[config.mk]
export PLATFORM = sky130hd
export DESIGN_NAME = fxp_alu_responder
export DESIGN_NICKNAME = d
export VERILOG_FILES = /design/src/rtl/fxp_pkg.sv /design/src/rtl/fxp_seq_mul.sv /design/src/rtl/fxp_alu_responder.sv
export SDC_FILE = /design/constraint.sdc
export NUM_CORES = 1
export LEC_CHECK = 0
export ABC_AREA = 1
export CORE_MARGIN = 4
export CORE_UTILIZATION = 60
export DETAILED_ROUTE_END_ITERATION = 16
export GPL_ROUTABILITY_DRIVEN = 0
export GPL_TIMING_DRIVEN = 1
export PLACE_DENSITY = 0.8
export REMOVE_ABC_BUFFERS = 1
export SLEW_MARGIN = 20
export SYNTH_ARGS = -nofsm -noshare
export SYNTH_HDL_FRONTEND = slang
export SYNTH_HIERARCHICAL = 1
export SYNTH_SLANG_ARGS = --single-unit
[constraint.sdc]
create_clock -name clk -period 5.92 [get_ports clk]
set_clock_uncertainty 0.1 [all_clocks]
set_input_delay 1.184 -clock clk [delete_from_list [all_inputs] [get_ports clk]]
set_output_delay 1.184 -clock clk [all_outputs]
set_load 0.02 [all_outputs]
[src/rtl/fxp_pkg.sv]
`default_nettype none
// ============================================================================
//  Module   : fxp_pkg
//  Brief    : Shared defaults, opcode type, FSM state codes and flag bit
//             positions for the sign-magnitude fixed-point responder.
//  Revision : 1.0  initial release
// ============================================================================
package fxp_pkg;

    // Default word format: Q7.8 sign-magnitude (1 sign, 7 int, 8 frac bits)
    localparam int FXP_WIDTH  = 16;
    localparam int FXP_FRAC_W = 8;

    // Operation select, same encoding as the combinational ALU control bit
    typedef enum logic {
        OP_ADD = 1'b0,
        OP_MUL = 1'b1
    } fxp_op_e;

    // Responder FSM state encoding
    typedef logic [2:0] fxp_state_t;
    localparam fxp_state_t ST_IDLE = 3'd0;
    localparam fxp_state_t ST_ADD  = 3'd1;
    localparam fxp_state_t ST_MUL  = 3'd2;
    localparam fxp_state_t ST_NORM = 3'd3;
    localparam fxp_state_t ST_DONE = 3'd4;

    // Bit positions inside the 4-bit flag word {N, Z, C, V}
    localparam int FLG_N = 3;
    localparam int FLG_Z = 2;
    localparam int FLG_C = 1;
    localparam int FLG_V = 0;

endpackage : fxp_pkg
`default_nettype wire

[src/rtl/fxp_seq_mul.sv]
`default_nettype none
// ============================================================================
//  Module   : fxp_seq_mul
//  Brief    : Iterative unsigned MAG_W x MAG_W shift-add multiplier. One
//             multiplier bit is consumed per cycle, LSB first. Operands are
//             loaded on 'start'; 'done' is high during the cycle whose clock
//             edge completes the last iteration, so 'product' is valid from
//             the following cycle until the next 'start'.
//  Revision : 1.0  initial release
// ============================================================================
module fxp_seq_mul #(
    parameter int MAG_W = 15
) (
    input  logic                 clk,
    input  logic                 rst,
    input  logic                 start,
    input  logic [MAG_W-1:0]     a,
    input  logic [MAG_W-1:0]     b,
    output logic                 done,
    output logic [2*MAG_W-1:0]   product
);

    localparam int                CNT_W     = $clog2(MAG_W + 1);
    localparam logic [CNT_W-1:0]  LAST_ITER = CNT_W'(MAG_W - 1);

    logic                 r_busy;
    logic [CNT_W-1:0]     r_cnt;
    logic [2*MAG_W-1:0]   r_mcand;
    logic [MAG_W-1:0]     r_mplier;
    logic [2*MAG_W-1:0]   r_acc;

    // Load operands on start, then add the shifted multiplicand for each set
    // multiplier bit; the multiplicand walks left as the multiplier walks right.
    always_ff @(posedge clk) begin
        if (rst) begin
            r_busy   <= 1'b0;
            r_cnt    <= '0;
            r_mcand  <= '0;
            r_mplier <= '0;
            r_acc    <= '0;
        end else if (start) begin
            r_busy   <= 1'b1;
            r_cnt    <= '0;
            r_mcand  <= {{MAG_W{1'b0}}, a};
            r_mplier <= b;
            r_acc    <= '0;
        end else if (r_busy) begin
            if (r_mplier[0]) begin
                r_acc <= r_acc + r_mcand;
            end
            r_mcand  <= r_mcand << 1;
            r_mplier <= r_mplier >> 1;
            r_cnt    <= r_cnt + CNT_W'(1);
            if (r_cnt == LAST_ITER) begin
                r_busy <= 1'b0;
            end
        end
    end

    assign done    = r_busy && (r_cnt == LAST_ITER);
    assign product = r_acc;

endmodule : fxp_seq_mul
`default_nettype wire

[src/rtl/fxp_alu_responder.sv]
`default_nettype none
// ============================================================================
//  Module   : fxp_alu_responder
//  Brief    : Handshaked sign-magnitude fixed-point ADD/MUL responder. Takes
//             one request over valid/ready, computes it (ADD in one cycle,
//             MUL through an iterative shift-add multiplier plus a
//             normalisation cycle) and holds result and flags {N,Z,C,V}
//             until the consumer accepts them.
//  Revision : 1.0  initial release
// ============================================================================
module fxp_alu_responder
    import fxp_pkg::*;
#(
    parameter int WIDTH  = FXP_WIDTH,
    parameter int FRAC_W = FXP_FRAC_W   // must satisfy 1 <= FRAC_W < WIDTH-1
) (
    input  logic               clk,
    input  logic               rst,
    input  logic               req_valid,
    output logic               req_ready,
    input  logic               req_op,
    input  logic [WIDTH-1:0]   req_a,
    input  logic [WIDTH-1:0]   req_b,
    output logic               res_valid,
    input  logic               res_ready,
    output logic [WIDTH-1:0]   res_data,
    output logic [3:0]         res_flags
);

    localparam int               MAG_W   = WIDTH - 1;
    localparam int               PROD_W  = 2 * MAG_W;
    localparam logic [MAG_W-1:0] MAG_MAX = {MAG_W{1'b1}};

    // ------------------------------------------------------------------
    // Registered state
    // ------------------------------------------------------------------
    fxp_state_t          r_state;
    fxp_op_e             r_op;
    logic                r_sa;
    logic                r_sb;
    logic [MAG_W-1:0]    r_ma;
    logic [MAG_W-1:0]    r_mb;
    logic                r_res_valid;
    logic [WIDTH-1:0]    r_res_data;
    logic [3:0]          r_res_flags;

    // ------------------------------------------------------------------
    // Request side: a -0 operand is folded to +0 at capture time
    // ------------------------------------------------------------------
    logic                w_accept;
    logic                w_mul_start;
    logic [MAG_W-1:0]    w_req_ma;
    logic [MAG_W-1:0]    w_req_mb;
    logic                w_req_sa;
    logic                w_req_sb;

    assign req_ready   = (r_state == ST_IDLE) && !rst;
    assign w_accept    = req_valid && req_ready;
    assign w_mul_start = w_accept && (req_op == OP_MUL);
    assign w_req_ma    = req_a[MAG_W-1:0];
    assign w_req_mb    = req_b[MAG_W-1:0];
    assign w_req_sa    = req_a[WIDTH-1] && (w_req_ma != '0);
    assign w_req_sb    = req_b[WIDTH-1] && (w_req_mb != '0);

    // ------------------------------------------------------------------
    // Magnitude multiplier, started straight from the request so that the
    // first iteration happens on the edge after acceptance
    // ------------------------------------------------------------------
    logic                w_mul_done;
    logic [PROD_W-1:0]   w_product;

    fxp_seq_mul #(
        .MAG_W   (MAG_W)
    ) u_mul (
        .clk     (clk),
        .rst     (rst),
        .start   (w_mul_start),
        .a       (w_req_ma),
        .b       (w_req_mb),
        .done    (w_mul_done),
        .product (w_product)
    );

    // ------------------------------------------------------------------
    // Add path
    // ------------------------------------------------------------------
    logic [MAG_W:0]      w_sum;
    logic [MAG_W-1:0]    w_add_mag;
    logic                w_add_sign;
    logic                w_add_c;
    logic                w_add_v;

    assign w_sum = {1'b0, r_ma} + {1'b0, r_mb};

    // Like signs add with saturation on carry; unlike signs subtract the
    // smaller magnitude from the larger and take the larger's sign.
    always_comb begin
        w_add_mag  = '0;
        w_add_sign = 1'b0;
        w_add_c    = 1'b0;
        w_add_v    = 1'b0;
        if (r_sa == r_sb) begin
            w_add_sign = r_sa;
            if (w_sum[MAG_W]) begin
                w_add_mag = MAG_MAX;
                w_add_c   = 1'b1;
                w_add_v   = 1'b1;
            end else begin
                w_add_mag = w_sum[MAG_W-1:0];
            end
        end else if (r_ma >= r_mb) begin
            w_add_mag  = r_ma - r_mb;
            w_add_sign = r_sa;
        end else begin
            w_add_mag  = r_mb - r_ma;
            w_add_sign = r_sb;
        end
    end

    // ------------------------------------------------------------------
    // Multiply normalisation: truncate FRAC_W fraction bits, flag inexact
    // results on C and saturate anything that no longer fits the magnitude
    // ------------------------------------------------------------------
    logic [MAG_W-1:0]    w_mul_mag;
    logic                w_mul_c;
    logic                w_mul_v;

    // Select the kept window of the product and apply saturation.
    always_comb begin
        w_mul_c = |w_product[FRAC_W-1:0];
        w_mul_v = |w_product[PROD_W-1:MAG_W+FRAC_W];
        if (w_mul_v) begin
            w_mul_mag = MAG_MAX;
        end else begin
            w_mul_mag = w_product[MAG_W+FRAC_W-1:FRAC_W];
        end
    end

    // ------------------------------------------------------------------
    // Result formatting shared by both paths
    // ------------------------------------------------------------------
    logic [MAG_W-1:0]    w_sel_mag;
    logic                w_sel_sign;
    logic                w_sel_c;
    logic                w_sel_v;
    logic                w_zero;
    logic                w_sign;
    logic [WIDTH-1:0]    w_res_data;
    logic [3:0]          w_res_flags;

    // Pick the active path, then suppress -0 and assemble {N,Z,C,V}.
    always_comb begin
        if (r_op == OP_MUL) begin
            w_sel_mag  = w_mul_mag;
            w_sel_sign = r_sa ^ r_sb;
            w_sel_c    = w_mul_c;
            w_sel_v    = w_mul_v;
        end else begin
            w_sel_mag  = w_add_mag;
            w_sel_sign = w_add_sign;
            w_sel_c    = w_add_c;
            w_sel_v    = w_add_v;
        end
        w_zero                 = (w_sel_mag == '0);
        w_sign                 = w_sel_sign && !w_zero;
        w_res_data             = {w_sign, w_sel_mag};
        w_res_flags            = '0;
        w_res_flags[FLG_N]     = w_sign;
        w_res_flags[FLG_Z]     = w_zero;
        w_res_flags[FLG_C]     = w_sel_c;
        w_res_flags[FLG_V]     = w_sel_v;
    end

    // ------------------------------------------------------------------
    // Control FSM, operand capture and result holding registers
    // ------------------------------------------------------------------
    // Sequence IDLE -> ADD|MUL(->NORM) -> DONE -> IDLE; result registers
    // load only on entry to DONE so they stay frozen under back-pressure.
    always_ff @(posedge clk) begin
        if (rst) begin
            r_state     <= ST_IDLE;
            r_op        <= OP_ADD;
            r_sa        <= 1'b0;
            r_sb        <= 1'b0;
            r_ma        <= '0;
            r_mb        <= '0;
            r_res_valid <= 1'b0;
            r_res_data  <= '0;
            r_res_flags <= '0;
        end else begin
            case (r_state)
                ST_IDLE: begin
                    if (w_accept) begin
                        r_op <= fxp_op_e'(req_op);
                        r_sa <= w_req_sa;
                        r_sb <= w_req_sb;
                        r_ma <= w_req_ma;
                        r_mb <= w_req_mb;
                        r_state <= (req_op == OP_MUL) ? ST_MUL : ST_ADD;
                    end
                end
                ST_ADD: begin
                    r_res_data  <= w_res_data;
                    r_res_flags <= w_res_flags;
                    r_res_valid <= 1'b1;
                    r_state     <= ST_DONE;
                end
                ST_MUL: begin
                    if (w_mul_done) begin
                        r_state <= ST_NORM;
                    end
                end
                ST_NORM: begin
                    r_res_data  <= w_res_data;
                    r_res_flags <= w_res_flags;
                    r_res_valid <= 1'b1;
                    r_state     <= ST_DONE;
                end
                ST_DONE: begin
                    if (res_ready) begin
                        r_res_valid <= 1'b0;
                        r_state     <= ST_IDLE;
                    end
                end
                default: begin
                    r_res_valid <= 1'b0;
                    r_state     <= ST_IDLE;
                end
            endcase
        end
    end

    assign res_valid = r_res_valid;
    assign res_data  = r_res_data;
    assign res_flags = r_res_flags;

endmodule : fxp_alu_responder
`default_nettype wire

==> run_results.csv, run 1 <==
group,metric,value,unit
detailed_routing,dr.pass1.iters,6,
timing,min_period,3.91,ns
worst_setup_path,cp_most_frequent_cell,"sky130_fd_sc_hd__clkdlybuf4s50_1",
worst_setup_path,critical_path.cell_chain,"clkdlybuf4s50_1 -> nor2_1 -> clkdlybuf4s50_1",
clock_network,postCtsResizedCells,0,
synth,synthesis.yosys.warnings,6,
synth,synth-async-reset-ratio,0,%
clock_network,cts.sinks,136,
place,portBuffers,58,
pwr,comb_power_share,47.9,%
pwr,total_leakage_power,6.68,nW
die,io_pins,59,
synth,post-synth-top-area-fraction,24.7,%
grt,vias_in_the_first_global_route,10800,
pwr,power_frac_clock,25.0,%
grt,overflow,0,
detailed_routing,viasPerCell,5.50,
timing,finalWorstSetupSlack,2.01,ns
worst_hold_path,worst_hold_start,"u_mul/r_cnt[3]",
worst_setup_path,worstReg2RegStart,"r_ma[2]",
timing,holdWs,0.362,ns
pwr,netSwitchingPower,1.76,mW
worst_setup_path,critical_path.startpoint_type,"input pin",
synth,yosys_register_bits,136,
grt,grt_pass1_wl,51.9,mm
layout,finalNonFillerCells,2102,
place,detailedPlace.worstSlack,1.79,ns
timing,fin_setup_tns,0,ns
timing,timing.final.max_slew_violations,0,
worst_hold_path,min-delay-path-class,"register to register",
pwr,power.sequential.fraction,27.1,%
grt,grtUsageTotal,31.2,%
layout,insertedDiodeCount,0,
clock_network,cts_hold_repair.buffers,0,
pwr,power.density,327,nW/um^2
layout,layout.cells.most_common,"sky130_fd_sc_hd__nand2_1",
detailed_routing,count_of_vias_placed_by_the_detailed_router,11600,
synth,postSynthCellCount,1831,
worst_setup_path,crit_start,"rst",
synth,syn_area,11000,um^2
die,core_box_area,18000,um^2
clock_network,cts_made_buffers,17,
clock_network,clock_latency,0.41,ns
run_status,outcome,"completed",
synth,synth-edff-count,0,
layout,syn_to_final_growth,10.9,%
timing,unrepaired_setup_endpoints_after_global_routing,"false",
worst_setup_path,crit_family,"buffers and inverters",
worst_hold_path,endpoint_of_the_worst_hold_timing_path,"u_mul/r_cnt[3]",
worst_setup_path,setup.worst_path.end_class,"output pin",
worst_hold_path,min_delay_path_depth,1,
detailed_routing,antenna_nets_post_route,0,
timing,max-slew-margin-rel,49.6,%
synth,synth.area.top_cells,"sky130_fd_sc_hd__dfxtp_1 (25%), sky130_fd_sc_hd__nand2_1 (20%), sky130_fd_sc_hd__inv_1 (10%)",
synth,synth.mux.area_fraction,0,%
worst_setup_path,worstPathRequired,4.64,ns
timing,hold_violation_total_from_the_final_report,0,
detailed_routing,detail_route.drc_violations,0,
synth,synth-adder-area-share,9.45,%
grt,grt_max_degree,66,
synth,yosys.area.top_type,"sky130_fd_sc_hd__dfxtp_1",
layout,drive_gt1_share,6.78,%
layout,final_nets,1979,
synth,yosys.area_share.simple,35.6,%
place,dp.final_hpwl,25.0,mm
worst_setup_path,rr_worst_depth,18,
clock_network,path_clk_slew,0.05,ns
die,chipHeight,144,um
worst_setup_path,worstSetupPathType,"input pin to output pin",
pwr,irDropWorstVdd,440,uV
die,die_area,20600,um^2
grt,antenna_found_initial,0,
timing,timing.final.crit_share,66.1,%
synth,yosysUniqueCellTypes,45,
clock_network,cts_htree_levels,4,
synth,main_combinational_cell_family_by_area_after_synthesis,"simple AND/OR/NAND/NOR gates",
die,dieWidth,144,um
clock_network,cts.path.max_buffers,2,
worst_setup_path,largest_fanout_of_any_net_on_the_critical_path,2,
worst_setup_path,reg2reg_end,"res_data[15]",
worst_setup_path,cp_slowest_stage_delay,0.76,ns
place,dp.cells,2071,
die,start_util,61.2,%
pwr,netSwitchingFraction,44.1,%
synth,synthFlopType,"sky130_fd_sc_hd__dfxtp_1",
synth,synth.yosys.seq_area_share,24.7,%
synth,average_size_of_a_mapped_cell,6.03,um^2
detailed_routing,postRouteWirelength,31.8,mm
timing,max_freq,256,MHz
clock_network,cts_root_buffer,"sky130_fd_sc_hd__clkbuf_16",
worst_setup_path,arrival,2.63,ns
worst_setup_path,critical_path_s_slowest_cell,"sky130_fd_sc_hd__clkdlybuf4s50_1",
layout,layout_common_cells,"sky130_fd_sc_hd__nand2_1 (586), sky130_fd_sc_hd__inv_1 (308), sky130_fd_sc_hd__dfxtp_1 (136)",
clock_network,postCtsSetupRepairBufs,0,
worst_setup_path,reg2reg_slack,2.72,ns
clock_network,tritoncts,"built",
synth,fraction_of_synthesized_cell_area_in_xor_and_xnor_cells,1.59,%
worst_setup_path,critical_path.n_buffers_inverters,2,
detailed_routing,routed_wire_length_per_instance,15.1,um
detailed_routing,drt_iter0_drc,1242,
synth,synth_compound_gate_area_share,14.9,%
timing,setup_viol,0,
timing,tightestPinTransition,0.754,ns
job,drv_cap,0,
pwr,intPower,2.24,mW
die,row_count,49,
worst_setup_path,timing.critical_path.depth,3,
state kept, by name (all words and copies together), names as in the netlist, 3 cells and up:
| signal | flops |
|---|---|
| u_mul/r_mcand | 30 |
| u_mul/product | 30 |
| res_flags | 3 |
| u_mul/r_mplier | 15 |
| res_data | 16 |
| u_mul/r_cnt | 4 |
| r_mb | 15 |
| r_ma | 15 |
| r_state | 3 |
stage by stage:
| stage | util (%) | power, mW | instance area, um^2 |
|---|---|---|---|
| after global placement | 64.8 | 2.93 | 11700 |
| after detailed placement | 64.8 | 2.97 | 11700 |
| after floorplan | - | 2.44 | 10700 |
| after global routing | 67.9 | 4.27 | 12200 |
| final | 67.9 | 4.00 | 12200 |
| after CTS | 67.9 | 3.97 | 12200 |
synthesized netlist by cell type (2+ instances only):
master and count:
sky130_fd_sc_hd__buf_4 7, sky130_fd_sc_hd__xor2_1 18, sky130_fd_sc_hd__nand2_4 3, sky130_fd_sc_hd__nand4_1 23, sky130_fd_sc_hd__a21o_1 3, sky130_fd_sc_hd__nor2_1 124, sky130_fd_sc_hd__fa_1 4, sky130_fd_sc_hd__xnor2_1 2
sky130_fd_sc_hd__a31oi_1 4, sky130_fd_sc_hd__buf_1 3, sky130_fd_sc_hd__inv_2 19, sky130_fd_sc_hd__buf_2 13, sky130_fd_sc_hd__o221ai_1 2, sky130_fd_sc_hd__o21bai_2 2, sky130_fd_sc_hd__o21ai_0 100, sky130_fd_sc_hd__nand3_2 5
sky130_fd_sc_hd__nor2_4 5, sky130_fd_sc_hd__clkbuf_1 28, sky130_fd_sc_hd__o211ai_1 17, sky130_fd_sc_hd__or2_2 4, sky130_fd_sc_hd__buf_6 4, sky130_fd_sc_hd__o21bai_1 19, sky130_fd_sc_hd__nor3_1 8, sky130_fd_sc_hd__nand2_1 587
sky130_fd_sc_hd__o21ai_1 3, sky130_fd_sc_hd__a22oi_1 14, sky130_fd_sc_hd__dfxtp_1 136, sky130_fd_sc_hd__ha_1 77, sky130_fd_sc_hd__nor2_2 11, sky130_fd_sc_hd__a21oi_2 10, sky130_fd_sc_hd__nor4_1 8, sky130_fd_sc_hd__inv_1 308
sky130_fd_sc_hd__nand3_1 119, sky130_fd_sc_hd__a21oi_1 104, sky130_fd_sc_hd__and2_1 5, sky130_fd_sc_hd__nand2_2 23
kinds of logic (layout without fill, tap and decap cells):
family	count (synthesis)	after routing
buffers and inverters	384	426
AND/OR/NAND/NOR	927	927
XOR/XNOR	20	20
AO/OA/AOI/OAI	283	283
adder cells (fa/ha/maj)	81	81
flip-flops	136	136
per-layer routing:
layer  part of all wire [%]  wire length, um  global-route usage, %  vias up
met1                     43            13600                   39.9     5202
li1                       -                -                      -     5804
met2                     46            14500                   51.8      465
met3                    6.9             2200                   4.73       89
met4                    4.7             1500                   14.5        0
met5                      0                0                      0        -
how the worst max path moves through the flow:
stage | to | slack [ns]
2_1_floorplan | u_mul/r_mcand[2] | 0.75
3_3_place_gp | u_mul/r_cnt[1] | 1.84
3_5_place_dp | u_mul/r_cnt[1] | 1.79
4_1_cts | req_ready | 2.03
5_1_grt | u_mul/r_mcand[20] | 1.87
6_report | req_ready | 2.01
power groups by stage:
stage	sequential, mW	clock (mW)	combinational, mW
floorplan	1.13	0	1.31
global placement	1.10	0	1.84
detailed placement	1.10	0	1.87
CTS	1.08	1.01	1.87
global route	1.10	1.05	2.12
finish	1.08	0.999	1.92
layout make-up:
| class | instances | area, um^2 |
|---|---|---|
| Clock buffer | 20 | 457 |
| Clock inverter | 11 | 100 |
| Fill cell | 1621 | 5780 |
| Inverter | 328 | 1230 |
| Multi-Input combinational cell | 1311 | 6800 |
| Sequential cell | 136 | 2720 |
| Tap cell | 229 | 287 |
| Timing Repair Buffer | 67 | 648 |
No activity file was read; power rests on OpenSTA's default activity.
==> run 2: changes to the inputs <==
Clock period 5.92 ns to 3.9 ns, I/O delays scaled along.
==> run 2 against run 1 <==
  * Global-route usage rose by 0.18 points
  * Critical path depth up 14
  * Via count down 1.1%
  * Clock power increased by 71%
  * Largest power group unchanged
  * Sequential share of layout area shrank 0.13 points
  * Non-clock buffer count rose by 1
  * Sequential power increased by 53%
  * Wire length fell by 0.18%
  * Die area is the same
  * Cell count barely moved
==> run_results.csv, run 2 (synthesis gave the netlist of run 1 again) <==
group,metric,value,unit
worst_setup_path,crit_family,"simple AND/OR/NAND/NOR gates",
layout,final_nets,1980,
timing,min_period,3.18,ns
worst_setup_path,critical_path.startpoint_type,"register",
timing,holdWs,0.349,ns
layout,syn_to_final_growth,11.6,%
detailed_routing,routed_wire_length_per_instance,15.1,um
worst_setup_path,largest_fanout_of_any_net_on_the_critical_path,13,
grt,antenna_found_initial,0,
detailed_routing,detail_route.drc_violations,0,
layout,insertedDiodeCount,0,
clock_network,cts_hold_repair.buffers,0,
die,io_pins,59,
layout,layout.cell_area.non_filler,12300,um^2
timing,max_freq,314,MHz
timing,max-slew-margin-rel,36.8,%
worst_hold_path,worst_hold_start,"u_mul/r_cnt[3]",
clock_network,cts_root_buffer,"sky130_fd_sc_hd__clkbuf_16",
grt,overflow,0,
grt,vias_in_the_first_global_route,10600,
pwr,total_leakage_power,6.70,nW
worst_setup_path,reg2reg_slack,0.72,ns
pwr,irDropWorstVdd,482,uV
clock_network,postCtsResizedCells,0,
place,placed_area,11700,um^2
worst_setup_path,critical_path.n_buffers_inverters,1,
clock_network,path_clk_slew,0.06,ns
worst_setup_path,arrival,3.39,ns
worst_setup_path,reg2reg_end,"res_data[15]",
detailed_routing,viasPerCell,5.44,
clock_network,clock_latency,0.43,ns
place,dp.final_hpwl,24.9,mm
grt,grt_max_degree,65,
worst_setup_path,cp_most_frequent_cell,"sky130_fd_sc_hd__nand2_1",
timing,unrepaired_setup_endpoints_after_global_routing,"false",
detailed_routing,postRouteWirelength,31.7,mm
layout,drive_gt1_share,6.93,%
pwr,power.density,510,nW/um^2
worst_setup_path,critical_path_s_slowest_cell,"sky130_fd_sc_hd__ha_1",
grt,grtUsageTotal,31.4,%
run_status,outcome,"completed",
timing,tightestPinTransition,0.948,ns
detailed_routing,dr.pass1.iters,6,
layout,layout_common_cells,"sky130_fd_sc_hd__nand2_1 (586), sky130_fd_sc_hd__inv_1 (308), sky130_fd_sc_hd__dfxtp_1 (136)",
worst_setup_path,rr_worst_depth,17,
die,row_count,49,
clock_network,cts_htree_levels,4,
die,die_area,20600,um^2
pwr,post-layout-total-power,6.27,mW
worst_setup_path,worstPathRequired,4.11,ns
detailed_routing,drt_iter0_drc,1231,
timing,setup_viol,0,
detailed_routing,antenna_nets_post_route,0,
die,dieWidth,144,um
worst_setup_path,cp_slowest_stage_delay,0.56,ns
job,drv_cap,0,
clock_network,cts_made_buffers,17,
worst_setup_path,timing.critical_path.depth,17,
clock_network,cts.path.max_buffers,2,
clock_network,cts.sinks,136,
timing,finalWorstSetupSlack,0.716,ns
grt,grt_pass1_wl,52.0,mm
die,chipHeight,144,um
timing,timing.final.crit_share,81.6,%
clock_network,postCtsSetupRepairBufs,0,
clock_network,tritoncts,"built",
worst_setup_path,worstReg2RegStart,"r_ma[7]",
worst_setup_path,worstSetupPathType,"register to register",
die,core_box_area,18000,um^2
layout,fillerInstances,1654,
place,portBuffers,58,
timing,hold_violation_total_from_the_final_report,0,
layout,layout.cells.most_common,"sky130_fd_sc_hd__nand2_1",
worst_hold_path,min_delay_path_depth,1,
die,start_util,61.2,%
worst_setup_path,setup.worst_path.end_class,"register",
worst_hold_path,endpoint_of_the_worst_hold_timing_path,"u_mul/r_cnt[3]",
worst_hold_path,min-delay-path-class,"register to register",
detailed_routing,count_of_vias_placed_by_the_detailed_router,11400,
timing,timing.final.max_slew_violations,0,
worst_setup_path,critical_path.cell_chain,"inv_1 -> ha_1 -> nand2_1 -> nor2_2 -> nand2_2 -> o21ai_0 -> nor2_1 -> nand3_1 -> nand2_1 -> a21oi_1 -> nand2_1 -> nor2_1 -> nand3_1 -> nor2_1 -> nand2_1 -> nand2_1 -> a21oi_2",
place,detailedPlace.worstSlack,0.797,ns
run 2: per-stage QoR:
step                      setup TNS, ns  utilization [%]  cells
after floorplan                  -35.57                -   1775
after global placement                0             64.9   2072
after detailed placement              0             64.9   2072
after CTS                             0             68.3   2104
after global routing                  0             68.3   2104
final                                 0             68.3   2104
run 2: power by group:
group          switching [mW]  total [mW]  internal (mW)
clock                   0.664        1.71           1.04
combinational            1.96        2.92          0.955
sequential              0.111        1.65           1.54
total                    2.74        6.27           3.54
run 2: area by class of cell:
type	instances	area [um^2]	share of cell area [%]
well taps	229	287	2.33
clock inverters	13	168	1.36
repair buffers	68	656	5.32
clock buffers	19	453	3.68
flip-flops and latches	136	2720	22.1
inverters	328	1230	10.0
multi-input cells	1311	6800	55.2
run 2: worst max path at each step:
stage               startpoint          endpoint  slack (ns)
global placement           rst         req_ready        0.81
CTS                        rst         req_ready        0.80
floorplan                  rst  u_mul/r_mcand[2]       -0.87
global route           r_ma[7]      res_data[15]        0.46
detailed placement         rst         req_ready        0.80
finish                 r_ma[7]      res_data[15]        0.72
run 2: layer usage:
metal | vias up | share of wire, % | global-route usage (%)
li1 | 5803 | - | -
met1 | 5066 | 41 | 39.0
met2 | 463 | 47 | 53.4
met3 | 105 | 6.7 | 5.19
met4 | 0 | 4.6 | 14.3
met5 | - | 0 | 0
